**src/rtl/sobel_pkg.sv**
```systemverilog
// sobel_pkg: shared types and constants for the Sobel window generator.
//   border_e : out-of-image tap policy (zero fill or nearest-edge replicate)
//   state_e  : window generator FSM states
//   W_TL..W_BR : tap positions inside the packed 3x3 window, row-major,
//                W_TL at the least-significant slot.
package sobel_pkg;

  typedef enum logic {
    BORDER_ZERO      = 1'b0,
    BORDER_REPLICATE = 1'b1
  } border_e;

  typedef enum logic [1:0] {
    ST_IDLE,
    ST_FILL,
    ST_RUN,
    ST_FLUSH
  } state_e;

  localparam int W_TL = 0;
  localparam int W_TC = 1;
  localparam int W_TR = 2;
  localparam int W_ML = 3;
  localparam int W_MC = 4;
  localparam int W_MR = 5;
  localparam int W_BL = 6;
  localparam int W_BC = 7;
  localparam int W_BR = 8;

endpackage

```
**src/rtl/sobel_line_buffer.sv**
```systemverilog
// sobel_line_buffer: DEPTH-stage shift delay with enable.
//   clk  : clock
//   en   : advance the delay line by one pixel
//   din  : pixel entering the line
//   dout : pixel that entered DEPTH enabled cycles ago
// Contents are not reset; every consumer masks stale data by position.
module sobel_line_buffer #(
  parameter int DATA_W = 8,
  parameter int DEPTH  = 128
) (
  input  logic              clk,
  input  logic              en,
  input  logic [DATA_W-1:0] din,
  output logic [DATA_W-1:0] dout
);

  logic [DATA_W-1:0] stage_reg [DEPTH];

  always_ff @(posedge clk) begin
    if (en) begin
      stage_reg[0] <= din;
      for (int i = 1; i < DEPTH; i++) begin
        stage_reg[i] <= stage_reg[i-1];
      end
    end
  end

  assign dout = stage_reg[DEPTH-1];

endmodule

```
**src/rtl/sobel_window_gen.sv**
```systemverilog
// sobel_window_gen: raster-order pixel stream in, one border-handled 3x3
// window per image pixel out, tagged with its centre coordinates.
//   clk, rst            : clock, synchronous active-high reset
//   in_valid/in_ready   : input handshake (in_ready low during reset and flush)
//   in_data, in_sof     : pixel and first-pixel-of-frame marker
//   out_valid           : single-cycle window strobe (no backpressure)
//   out_win             : taps w0..w8, w0 (top-left) at the LSBs
//   out_row, out_col    : centre coordinates of out_win
//   out_eof             : set with the window centred on (ROWS-1, COLS-1)
//   sof_err             : pulse on a missing or unexpected start of frame
// The window for centre p is produced when pixel p+COLS+1 arrives; after the
// last pixel the block flushes COLS+1 masked dummy pixels on its own.
module sobel_window_gen
  import sobel_pkg::*;
#(
  parameter int DATA_W = 8,
  parameter int COLS   = 128,
  parameter int ROWS   = 128,
  parameter int BORDER = 0
) (
  input  logic                     clk,
  input  logic                     rst,
  input  logic                     in_valid,
  output logic                     in_ready,
  input  logic [DATA_W-1:0]        in_data,
  input  logic                     in_sof,
  output logic                     out_valid,
  output logic [9*DATA_W-1:0]      out_win,
  output logic [$clog2(ROWS)-1:0]  out_row,
  output logic [$clog2(COLS)-1:0]  out_col,
  output logic                     out_eof,
  output logic                     sof_err
);

  localparam int RW = $clog2(ROWS);
  localparam int CW = $clog2(COLS);
  localparam int KW = $clog2(ROWS*COLS);
  localparam logic [KW-1:0] K_FILL_END = KW'(COLS + 1);
  localparam logic [KW-1:0] K_LAST     = KW'(ROWS*COLS - 1);
  localparam logic [RW-1:0] ROW_LAST   = RW'(ROWS - 1);
  localparam logic [CW-1:0] COL_LAST   = CW'(COLS - 1);
  localparam border_e       BMODE      = (BORDER == 1) ? BORDER_REPLICATE : BORDER_ZERO;

  state_e            state_reg, state_next;
  logic [KW-1:0]     k_reg, k_next;
  logic [RW-1:0]     crow_reg;
  logic [CW-1:0]     ccol_reg;
  logic              accept, flush_cyc, shift_en;
  logic              emit, restart, err, last_centre;
  logic [DATA_W-1:0] pix_in, lb0_out, lb1_out;
  logic [DATA_W-1:0] mid_reg [3];
  logic [DATA_W-1:0] old_reg [3];
  logic [DATA_W-1:0] new_col [3];
  logic [DATA_W-1:0] raw [9];
  logic [9*DATA_W-1:0] win_next;

  assign in_ready    = !rst && (state_reg != ST_FLUSH);
  assign accept      = in_valid && in_ready;
  assign flush_cyc   = (state_reg == ST_FLUSH);
  // A stray pixel in IDLE is dropped and must not enter the line buffers.
  assign shift_en    = (accept && !(state_reg == ST_IDLE && !in_sof)) || flush_cyc;
  assign pix_in      = flush_cyc ? '0 : in_data;
  assign last_centre = (crow_reg == ROW_LAST) && (ccol_reg == COL_LAST);

  sobel_line_buffer #(.DATA_W(DATA_W), .DEPTH(COLS)) u_lb0 (
    .clk  (clk),
    .en   (shift_en),
    .din  (pix_in),
    .dout (lb0_out)
  );

  sobel_line_buffer #(.DATA_W(DATA_W), .DEPTH(COLS)) u_lb1 (
    .clk  (clk),
    .en   (shift_en),
    .din  (lb0_out),
    .dout (lb1_out)
  );

  // Newest column: top = k-2*COLS, middle = k-COLS, bottom = k.
  assign new_col[0] = lb1_out;
  assign new_col[1] = lb0_out;
  assign new_col[2] = pix_in;

  always_ff @(posedge clk) begin
    if (shift_en) begin
      for (int i = 0; i < 3; i++) begin
        old_reg[i] <= mid_reg[i];
        mid_reg[i] <= new_col[i];
      end
    end
  end

  // Unmasked window as it will look after this cycle's shift.
  assign raw[W_TL] = old_reg[0];
  assign raw[W_TC] = mid_reg[0];
  assign raw[W_TR] = new_col[0];
  assign raw[W_ML] = old_reg[1];
  assign raw[W_MC] = mid_reg[1];
  assign raw[W_MR] = new_col[1];
  assign raw[W_BL] = old_reg[2];
  assign raw[W_BC] = mid_reg[2];
  assign raw[W_BR] = new_col[2];

  // Per-tap border handling. A left/right tap at the image edge physically
  // holds a pixel from the neighbouring line, so the column test also covers
  // wrap. Replicate mode redirects to the clamped position, which always
  // lies in the centre row and/or centre column of the same window.
  for (genvar gi = 0; gi < 9; gi++) begin : g_tap
    localparam int DR    = gi / 3 - 1;
    localparam int DC    = gi % 3 - 1;
    localparam int SRC_R = 3 + gi % 3;
    localparam int SRC_C = (gi / 3) * 3 + 1;

    logic              row_oob, col_oob;
    logic [DATA_W-1:0] tap;

    assign row_oob = (DR < 0) ? (crow_reg == '0) :
                     (DR > 0) ? (crow_reg == ROW_LAST) : 1'b0;
    assign col_oob = (DC < 0) ? (ccol_reg == '0) :
                     (DC > 0) ? (ccol_reg == COL_LAST) : 1'b0;

    always_comb begin
      tap = raw[gi];
      if (row_oob || col_oob) begin
        if (BMODE == BORDER_ZERO) begin
          tap = '0;
        end else if (row_oob && col_oob) begin
          tap = raw[W_MC];
        end else if (row_oob) begin
          tap = raw[SRC_R];
        end else begin
          tap = raw[SRC_C];
        end
      end
    end

    assign win_next[gi*DATA_W +: DATA_W] = tap;
  end

  always_comb begin
    state_next = state_reg;
    k_next     = k_reg;
    emit       = 1'b0;
    restart    = 1'b0;
    err        = 1'b0;
    case (state_reg)
      ST_IDLE: begin
        if (accept) begin
          if (in_sof) begin
            state_next = ST_FILL;
            k_next     = KW'(1);
            restart    = 1'b1;
          end else begin
            err = 1'b1;
          end
        end
      end
      ST_FILL, ST_RUN: begin
        if (accept) begin
          if (in_sof) begin
            // Abandon the current frame; this pixel is k=0 of a new one.
            err        = 1'b1;
            restart    = 1'b1;
            state_next = ST_FILL;
            k_next     = KW'(1);
          end else begin
            k_next = k_reg + 1'b1;
            if (state_reg == ST_FILL) begin
              if (k_reg == K_FILL_END) begin
                emit       = 1'b1;
                state_next = ST_RUN;
              end
            end else begin
              emit = 1'b1;
              if (k_reg == K_LAST) begin
                state_next = ST_FLUSH;
              end
            end
          end
        end
      end
      ST_FLUSH: begin
        emit = 1'b1;
        if (last_centre) begin
          state_next = ST_IDLE;
        end
      end
      default: state_next = ST_IDLE;
    endcase
  end

  always_ff @(posedge clk) begin
    if (rst) begin
      state_reg <= ST_IDLE;
      k_reg     <= '0;
      crow_reg  <= '0;
      ccol_reg  <= '0;
      out_valid <= 1'b0;
      out_win   <= '0;
      out_row   <= '0;
      out_col   <= '0;
      out_eof   <= 1'b0;
      sof_err   <= 1'b0;
    end else begin
      state_reg <= state_next;
      k_reg     <= k_next;
      out_valid <= emit;
      out_eof   <= emit && last_centre;
      sof_err   <= err;
      if (emit) begin
        out_win <= win_next;
        out_row <= crow_reg;
        out_col <= ccol_reg;
      end
      if (restart) begin
        crow_reg <= '0;
        ccol_reg <= '0;
      end else if (emit) begin
        if (ccol_reg == COL_LAST) begin
          ccol_reg <= '0;
          crow_reg <= (crow_reg == ROW_LAST) ? '0 : crow_reg + 1'b1;
        end else begin
          ccol_reg <= ccol_reg + 1'b1;
        end
      end
    end
  end

endmodule

```
**config.mk**
```make
export PLATFORM = sky130hd
export DESIGN_NAME = sobel_window_gen
export DESIGN_NICKNAME = d
export VERILOG_FILES = /design/src/rtl/sobel_pkg.sv /design/src/rtl/sobel_line_buffer.sv /design/src/rtl/sobel_window_gen.sv
export SDC_FILE = /design/constraint.sdc
export NUM_CORES = 1
export LEC_CHECK = 0
export ABC_AREA = 1
export BUFFER_PORTS_ARGS = -buffer_cell sky130_fd_sc_hd__buf_2
export CAP_MARGIN = 5
export CORE_ASPECT_RATIO = 0.7
export CORE_UTILIZATION = 40
export CTS_CLUSTER_DIAMETER = 50
export CTS_CLUSTER_SIZE = 30
export DETAILED_ROUTE_END_ITERATION = 6
export GPL_ROUTABILITY_DRIVEN = 0
export PLACE_DENSITY = 0.63
export SYNTH_ARGS = -nofsm -noshare
export SYNTH_HDL_FRONTEND = slang
export SYNTH_SLANG_ARGS = --single-unit
```
**constraint.sdc**
```tcl
create_clock -name clk -period 191.9 [get_ports clk]
set_input_delay 9.595 -clock clk [delete_from_list [all_inputs] [get_ports clk]]
set_output_delay 9.595 -clock clk [all_outputs]
set_load 0.1 [all_outputs]
```
After elaboration in Yosys (flattened, before gate mapping)

Memory sizes are Yosys's and may differ from the RTL's.
Cells that the tools add are included.
Widths: inputs -> output; s select.

Bits in registers: 119
RAM bits: 2096
Output and inout port bits: 90
Memories kept: 4

$add $sub $neg: 3
Equality and inequality tests: 14
Mux-type cells: 38
Reduce and logical (&&, ||, !) cells: 24

Memory list:

| name            | depth | width | read ports | clocked after memory_dff | write ports | line                    | source |
|---|---|---|---|---|---|---|---|
| u_lb0.stage_reg | 128   | 8     | 128        | 0                        | 128         | sobel_line_buffer.sv:17 | `logic [DATA_W-1:0] stage_reg [DEPTH];` |
| u_lb1.stage_reg | 128   | 8     | 128        | 0                        | 128         | sobel_line_buffer.sv:17 |  |
| mid_reg         | 3     | 8     | 3          | 0                        | 3           | sobel_window_gen.sv:51  | `logic [DATA_W-1:0] mid_reg [3];` |
| old_reg         | 3     | 8     | 3          | 0                        | 3           | sobel_window_gen.sv:52  | `logic [DATA_W-1:0] old_reg [3];` |

Operators by type and width:

| cell                  | count |
|---|---|
| $mux 8                | 9 |
| $mux 14               | 4 |
| $pmux 14 s2           | 1 |
| $mux 2                | 8 |
| $add 14x1->14 const B | 1 |
| $add 7x1->7 const B   | 2 |
| $eq 14x14->1 const B  | 1 |
| $eq 14x8->1 const B   | 1 |
| $eq 7x7->1 const B    | 2 |
| $logic_not 7->1       | 2 |
| $mux 7                | 2 |
| $mux 1                | 11 |
| $ne 2x2->1 const B    | 4 |
| $ne 4x4->1 const B    | 2 |
| $logic_and 1x1->1     | 6 |
| $pmux 2 s3            | 1 |
| $reduce_and 6->1      | 1 |
| $logic_or 1x1->1      | 5 |
| $eq 2x2->1 const B    | 2 |
| $pmux 1 s2            | 2 |
| $reduce_and 4->1      | 1 |
| $reduce_or 2->1       | 2 |
| $logic_not 1->1       | 3 |
| $reduce_or 3->1       | 1 |
| other kinds (5)       | 5 |

Depth between registers and ports, before layout

Gate-level depths: netlist of run 1.

Depth after elaboration: 7
Depth in mapped cells: 13
Gate-level depth less buffers: 12

Hierarchy

Synthesis of run 1 repeated with hierarchy kept, for this count alone.

Cell total of the unflattened synthesis: 2779
Area, all modules: 68090.3 sq um

By module, submodules not included:

| module            | instances | cells an instance | area each (sq um) |
|---|---|---|---|
| sobel_line_buffer | 2         | 1024              | 30749.5 |
| sobel_window_gen  | 1         | 731               | 6591.3 |

Worst setup path after synthesis of run 1

No wires, ideal clock.

Kind: input -> register
Start point: input port rst
End point: memory mid_reg[0][0] (enable)
Setup time: 7.384 ns
Arrival: 153.604 ns
Required time: 184.516 ns
Path slack: 30.912 ns
Stages: 3
Path buffers: 0
Path through: nor2_4 nand2_2 o21ai_0

RTL lines:

| what            | line                   | source |
|---|---|---|
| start, declared | sobel_window_gen.sv:22 | `input logic rst,` |
| end, declared   | sobel_window_gen.sv:51 |  |

Worst setup path after layout of run 1

Start point: input port rst
End point: output port in_ready

Longest elaborated chain between the ends: 2

Ends and longest elaborated chain:

| what              | line                   | source |
|---|---|---|
| $logic_not 1->1   | sobel_window_gen.sv:57 | `assign in_ready = !rst && (state_reg != ST_FLUSH);` |
| $logic_and 1x1->1 | sobel_window_gen.sv:57 |  |
| end, declared     | sobel_window_gen.sv:24 | `output logic in_ready,` |

Every way passes these cells.

==> results of run 1 <==
==> cells by family (layout without fill, tap and decap cells) <==
logic type / after synthesis / count (layout)
AOI/OAI and AO/OA: 121 / 121
xor gates and xnor gates: 7 / 7
adders and majority gates: 10 / 10
buffers and inverters: 85 / 392
DFF: 2183 / 2183
other: 0 / 1
and+or+nand+nor: 337 / 337
==> placed cells by master, fill, tap and decap left out, types with 3 or more instances in the layout <==
| cell | n |
|---|---|
| clkbuf_1 | 5 |
| clkinv_1 | 6 |
| nand3_1 | 71 |
| nand2_2 | 3 |
| nand2_1 | 130 |
| clkinv_4 | 9 |
| buf_12 | 3 |
| a21oi_1 | 31 |
| nor2_1 | 95 |
| edfxtp_1 | 2064 |
| clkinv_2 | 6 |
| nand4_1 | 22 |
| buf_4 | 20 |
| clkinv_16 | 12 |
| o21ai_0 | 31 |
| nor3_1 | 7 |
| clkinv_8 | 10 |
| inv_1 | 47 |
| clkbuf_16 | 114 |
| inv_12 | 16 |
| inv_16 | 7 |
| ha_1 | 10 |
| buf_2 | 101 |
| inv_8 | 10 |
| o21ai_1 | 5 |
| nand2_4 | 3 |
| o21ai_2 | 48 |
| inv_6 | 14 |
| inv_2 | 3 |
| clkinvlp_4 | 4 |
| xor2_1 | 5 |
| dfxtp_1 | 119 |
==> layout make-up <==
cell class,count,area (um^2),area share (%)
tap,2222,2780,3.72
timing repair buffer,124,716,0.957
antenna,1,2.50,0.00334
sequential,2183,64400,86.0
clock inverter,95,1370,1.83
multi-input combinational,475,2480,3.32
clock buffer,121,2900,3.87
inverter,52,201,0.269
==> worst min-delay path by stage <==
stage,start,cells past startpoint,slack (ps),endpoint
after floorplan,u_lb0.stage_reg[0][92]$_DFFE_PP_,0,400,u_lb0.stage_reg[0][100]$_DFFE_PP_
after global placement,u_lb1.stage_reg[2][129]$_DFFE_PP_,0,400,u_lb1.stage_reg[2][137]$_DFFE_PP_
after detailed placement,u_lb0.stage_reg[0][101]$_DFFE_PP_,0,400,u_lb0.stage_reg[0][109]$_DFFE_PP_
after CTS,u_lb1.stage_reg[2][26]$_DFFE_PP_,0,360,u_lb1.stage_reg[2][34]$_DFFE_PP_
after global routing,u_lb1.stage_reg[0][72]$_DFFE_PP_,0,370,u_lb1.stage_reg[0][80]$_DFFE_PP_
final,u_lb1.stage_reg[0][72]$_DFFE_PP_,0,380,u_lb1.stage_reg[0][80]$_DFFE_PP_
==> power groups by stage <==
| stage | Sequential [uW] | Combinational [uW] | Clock, uW |
|---|---|---|---|
| detailed placement | 677 | 74.1 | 0 |
| finish | 668 | 71.6 | 290 |
| CTS | 669 | 73.7 | 301 |
| floorplan | 1440 | 46.7 | 0 |
| global placement | 676 | 72.5 | 0 |
| global route | 676 | 79.4 | 316 |
==> worst register-to-register path, delay by kind of cell, from the launching register on <==
family,cells,cell delay [ps]
AND/OR/NAND/NOR,1,180
flip-flops,1,430
AO/OA/AOI/OAI,1,730
buffers and inverters,7,4910
adder cells (fa/ha/maj),1,240
==> metrics by stage <==
step	util (%)	power (uW)	std cells	hold WS (ps)
CTS	45.0	1040	5272	364
detailed placement	42.4	751	5056	405
global route	45.0	1070	5273	369
floorplan	-	1490	2743	400
finish	45.0	1030	5273	378
global placement	42.4	749	5056	400
==> metal layers <==
layer / track usage [%] / up-vias
met4: 2.83 / 0
met2: 12.5 / 325
met5: 0 / -
met1: 16.1 / 12318
li1: - / 11076
met3: 2.33 / 142
==> flow_summary.toml, run 1 <==
[clocking]
cts_hold_buf = 0
cts_resized = 0
htree_levels = 3
cts_made_buffers = 114
cts_tree = "built"
clock-root-buffer = "clkbuf_16"
clock_latency_ps = 790
post_cts_buffers = 0
cts.clk_slew.worst_paths_ps = 110
clock-sinks = 2183
clockBufferDepth = 3

[worst_setup_path]
path_depth = 3
cpPeakStageDelay_ps = 440
endpoint_kind = "output port"
cp_max_fo = 12
reg2reg_slack_ps = 184940
cp_data_arrival_time_ps = 10350
crit_end = "in_ready"
critical-path-top-delay-family = "buffers and inverters"
startpoint_type = "primary input"
crit_start = "rst"
r2r-start = "state_reg[0]$_SDFFE_PP0P_"
worst-path-buf-inv = 2
cp.required_ps = 182310
rr_endpoint = "u_lb0.stage_reg[0][471]$_DFFE_PP_"
worstRegToRegCells = 10
cp_cell_sequence = "buf_2, nor2_4, buf_2"
criticalPathCategory = "in -> out"
cpMostUsedCell = "buf_2"
worst_path_max_delay_cell = "buf_2"

[run]
drv_cap = 0

[timing]
fmax_mhz = 50.1
final_max_slew_viol_count = 0
finalSetupViolCount = 0
maxSlewHeadroom_pct = 20.1
tns_ps = 0
hold_viol = 0
timing_worst_slew_pin_value_ps = 1200
rsz0062_at_grt = "false"
period_share_pct = 10.4
final.min_clock_period_ps = 19940
skew_ps = 65.6
layout_setup_ws_ps = 171960

[drt]
drt-total-wl_mm = 84.3
route.detailed.drc = 1
via_per_inst = 4.53
drtPass1Iterations = 7
drtIter0Drc = 2666
ant_nets = 0
vias = 23861
highest_layer = "met4"
dr_wl_met3_mm = 3.64
wl_per_cell_um = 16.0
wl_met1_mm = 44.5
route.met2.wl_mm = 34.1

[pwr]
pwr-share-seq_pct = 64.9
internal_power_uw = 776
p_per_area_mw_per_mm2 = 13.8
switching_share_pct = 24.6
p_leak_uw = 0.0238
peakVddDrop_mv = 0.00893
switching_power_uw = 253
clkPwrFrac_pct = 28.2
combinationalPowerShare_pct = 7.0

[place]
hpwl_mm = 42.1
place_ws_ps = 171960
io_buffers = 101
dpl-instance-area_mm2 = 0.0705

[synthesis]
synthTopCellsByArea = "edfxtp_1 (92%), dfxtp_1 (3.5%), nand2_1 (0.73%)"
ys.flop_type = "edfxtp_1"
synth_top_family_by_area = "simple AND/OR/NAND/NOR gates"
synth-async-reset-ratio_pct = 0
synth_edf_count = 2064
ys_ff_latch = 2183
yosysMostFrequentCell = "edfxtp_1"
synth_nets = 2765
synth_compound_area_share_pct = 1.20
ys_types = 35
synthAdderAreaFrac_pct = 0.186
synth_simple_gate_area_share_pct = 2.19
seq_area_frac_synth_pct = 95.7
synth.mux.area_fraction_pct = 0
synth_xor_area_share_pct = 0.0912
yosys_warnings = 0
synth_top_area_share_pct = 92.2
syn_area_per_cell_um2 = 24.5
syn_area_mm2 = 0.0672
synth_commonest_cells = "edfxtp_1 (2064), nand2_1 (130), dfxtp_1 (119), nor2_1 (95), nand3_1 (71)"
syn_inst = 2743
synth_largest_area_cell = "edfxtp_1"

[die]
rows = 125
design.die.area_mm2 = 0.170
die_h_um = 345
die_w_um = 492
initial_utilization_pct = 40.4
ios = 102
core_mm2 = 0.166

[layout]
nets = 2972
fillCellCount = 13647
largest_register_ffs = 1024
area_growth_pct = 11.3
drive_above_1_share_pct = 13.0
final_cell_area_mm2 = 0.0748

[global_route]
grt_pass1_vias = 21964
grt_max_degree = 205
antenna_found_initial = 4
grt_pass1_wl_mm = 130
grt_util_all_layers_pct = 9.73
grt.overflow.total = 0

[status]
status = "finished with violations"
violations = "DRC"

[worst_hold_path]
hp-class = "reg -> reg"
Power figures use the tool's default switching activity.
==> run 2: changes to the inputs <==
==> constraint.sdc (replaced) <==
create_clock -name clk -period 19.6 [get_ports clk]
set_input_delay 0.98 -clock clk [delete_from_list [all_inputs] [get_ports clk]]
set_output_delay 0.98 -clock clk [all_outputs]
set_load 0.1 [all_outputs]
==> flow_summary.toml, run 2 (synthesis gave the netlist of run 1 again) <==
[drt]
wl_per_cell_um = 15.9
route.detailed.drc = 3
drtIter0Drc = 2301
ant_nets = 0
vias = 23650
drtPass1Iterations = 7
via_per_inst = 4.49
drt-total-wl_mm = 84.0

[worst_hold_path]
hp-class = "reg -> reg"
hold_depth = 0

[die]
design.die.area_mm2 = 0.170
ios = 102
rows = 125
core_mm2 = 0.166
die_h_um = 345
die_w_um = 492
initial_utilization_pct = 40.4

[layout]
largest_register_ffs = 1024
fin_cells = 5269
layout_commonest_cell = "edfxtp_1"
area_growth_pct = 11.0
layout_common_cells = "edfxtp_1 (2064), nand2_1 (130), dfxtp_1 (119), clkbuf_16 (114), buf_2 (101)"
nets = 2971
drive_above_1_share_pct = 12.6

[timing]
tns_ps = 0
final_max_slew_viol_count = 0
finalSetupViolCount = 0
maxSlewHeadroom_pct = 24.4
final.min_clock_period_ps = 5960
skew_ps = 76.3
timing_worst_slew_pin_value_ps = 1130
rsz0062_at_grt = "false"
fmax_mhz = 168
holdWs_ps = 347
period_share_pct = 30.4
hold_viol = 0

[pwr]
p_leak_uw = 0.0237
combinationalPowerShare_pct = 6.9
internal_power_uw = 7570
clkPwrFrac_pct = 27.6
switching_power_uw = 2410
p_per_area_mw_per_mm2 = 134
switching_share_pct = 24.1
pwr-share-seq_pct = 65.5
peakVddDrop_mv = 0.104

[status]
violations = "DRC"
status = "finished with violations"

[clocking]
clock-root-buffer = "clkbuf_16"
cts_hold_buf = 0
cts_resized = 0
htree_levels = 3
clock-sinks = 2183
cts.clk_slew.worst_paths_ps = 100
cts_tree = "built"
clock_latency_ps = 760
post_cts_buffers = 0
clockBufferDepth = 3
cts_made_buffers = 112

[worst_setup_path]
cpMostUsedCell = "buf_4"
cp_data_arrival_time_ps = 6280
cp_cell_sequence = "inv_1, ha_1, inv_2, nor2_1, o21ai_4, buf_4, buf_4, buf_4, buf_4"
criticalPathCategory = "reg -> reg"
critical-path-top-delay-family = "buffers and inverters"
cpPeakStageDelay_ps = 910
worst-path-buf-inv = 6
worstRegToRegCells = 9
cp.required_ps = 19930
worst_path_max_delay_cell = "buf_4"
path_depth = 9
startpoint_type = "register"
cp_max_fo = 86
endpoint_kind = "register"

[global_route]
grt_pass1_vias = 21939
grt_pass1_wl_mm = 129
grt_util_all_layers_pct = 9.69
antenna_found_initial = 3
grt.overflow.total = 0
grt_max_degree = 218

[place]
io_buffers = 101
hpwl_mm = 42.7
dp_cells = 5057

[run]
drv_cap = 0
==> run 2: cell count changes in the layout (fill, tap and decap cells not counted), sizes merged <==
cell,delta
buf,+1
clkinv,-12
clkbuf,+10
inv,-2
clkinvlp,-1
==> run 2: cell type report <==
cell class | count | area (um^2)
fillers | 13743 | 91800
flip-flops and latches | 2183 | 64400
clock buffers | 131 | 2930
well taps | 2222 | 2780
multi-input cells | 475 | 2490
clock inverters | 80 | 1120
repair buffers | 125 | 723
inverters | 52 | 201
diodes | 1 | 2.50
==> run 2: path summary, 6_finish.rpt <==
path,from,endpoint,slack (ps)
max,state_reg[0]$_SDFFE_PP0P_,u_lb0.stage_reg[1][208]$_DFFE_PP_,13650
min,u_lb1.stage_reg[2][155]$_DFFE_PP_,u_lb1.stage_reg[2][163]$_DFFE_PP_,350
max reg2reg,state_reg[0]$_SDFFE_PP0P_,u_lb0.stage_reg[1][208]$_DFFE_PP_,13650
min reg2reg,u_lb1.stage_reg[2][155]$_DFFE_PP_,u_lb1.stage_reg[2][163]$_DFFE_PP_,350
==> run 2: per-stage QoR <==
stage                     utilization, %  total power, uW  worst slack [ps]  cell area (um^2)
final                               44.8             9980             13650             74600
after global routing                44.8            10400             13100             74600
after CTS                           44.8            10100             13450             74600
after detailed placement            42.4             7350             13350             70600
after global placement              42.4             7330             13410             70600
after floorplan                        -             8570            -15860             67200
==> run 2: metal layers <==
layer	global-route usage (%)	vias to the layer above	wire length [um]
li1	-	11088	-
met4	2.93	0	2290
met5	0	-	0
met2	12.4	320	33400
met1	15.8	12098	44200
met3	2.67	144	4070
==> run 2: power groups by stage <==
| stage | sequential, uW | clock [uW] | combinational, uW |
|---|---|---|---|
| 6_report | 6540 | 2750 | 692 |
| 5_1_grt | 6620 | 3030 | 771 |
| 4_1_cts | 6550 | 2870 | 712 |
| 3_5_place_dp | 6630 | 0 | 718 |
| 3_3_place_gp | 6620 | 0 | 702 |
| 2_1_floorplan | 8110 | 0 | 460 |
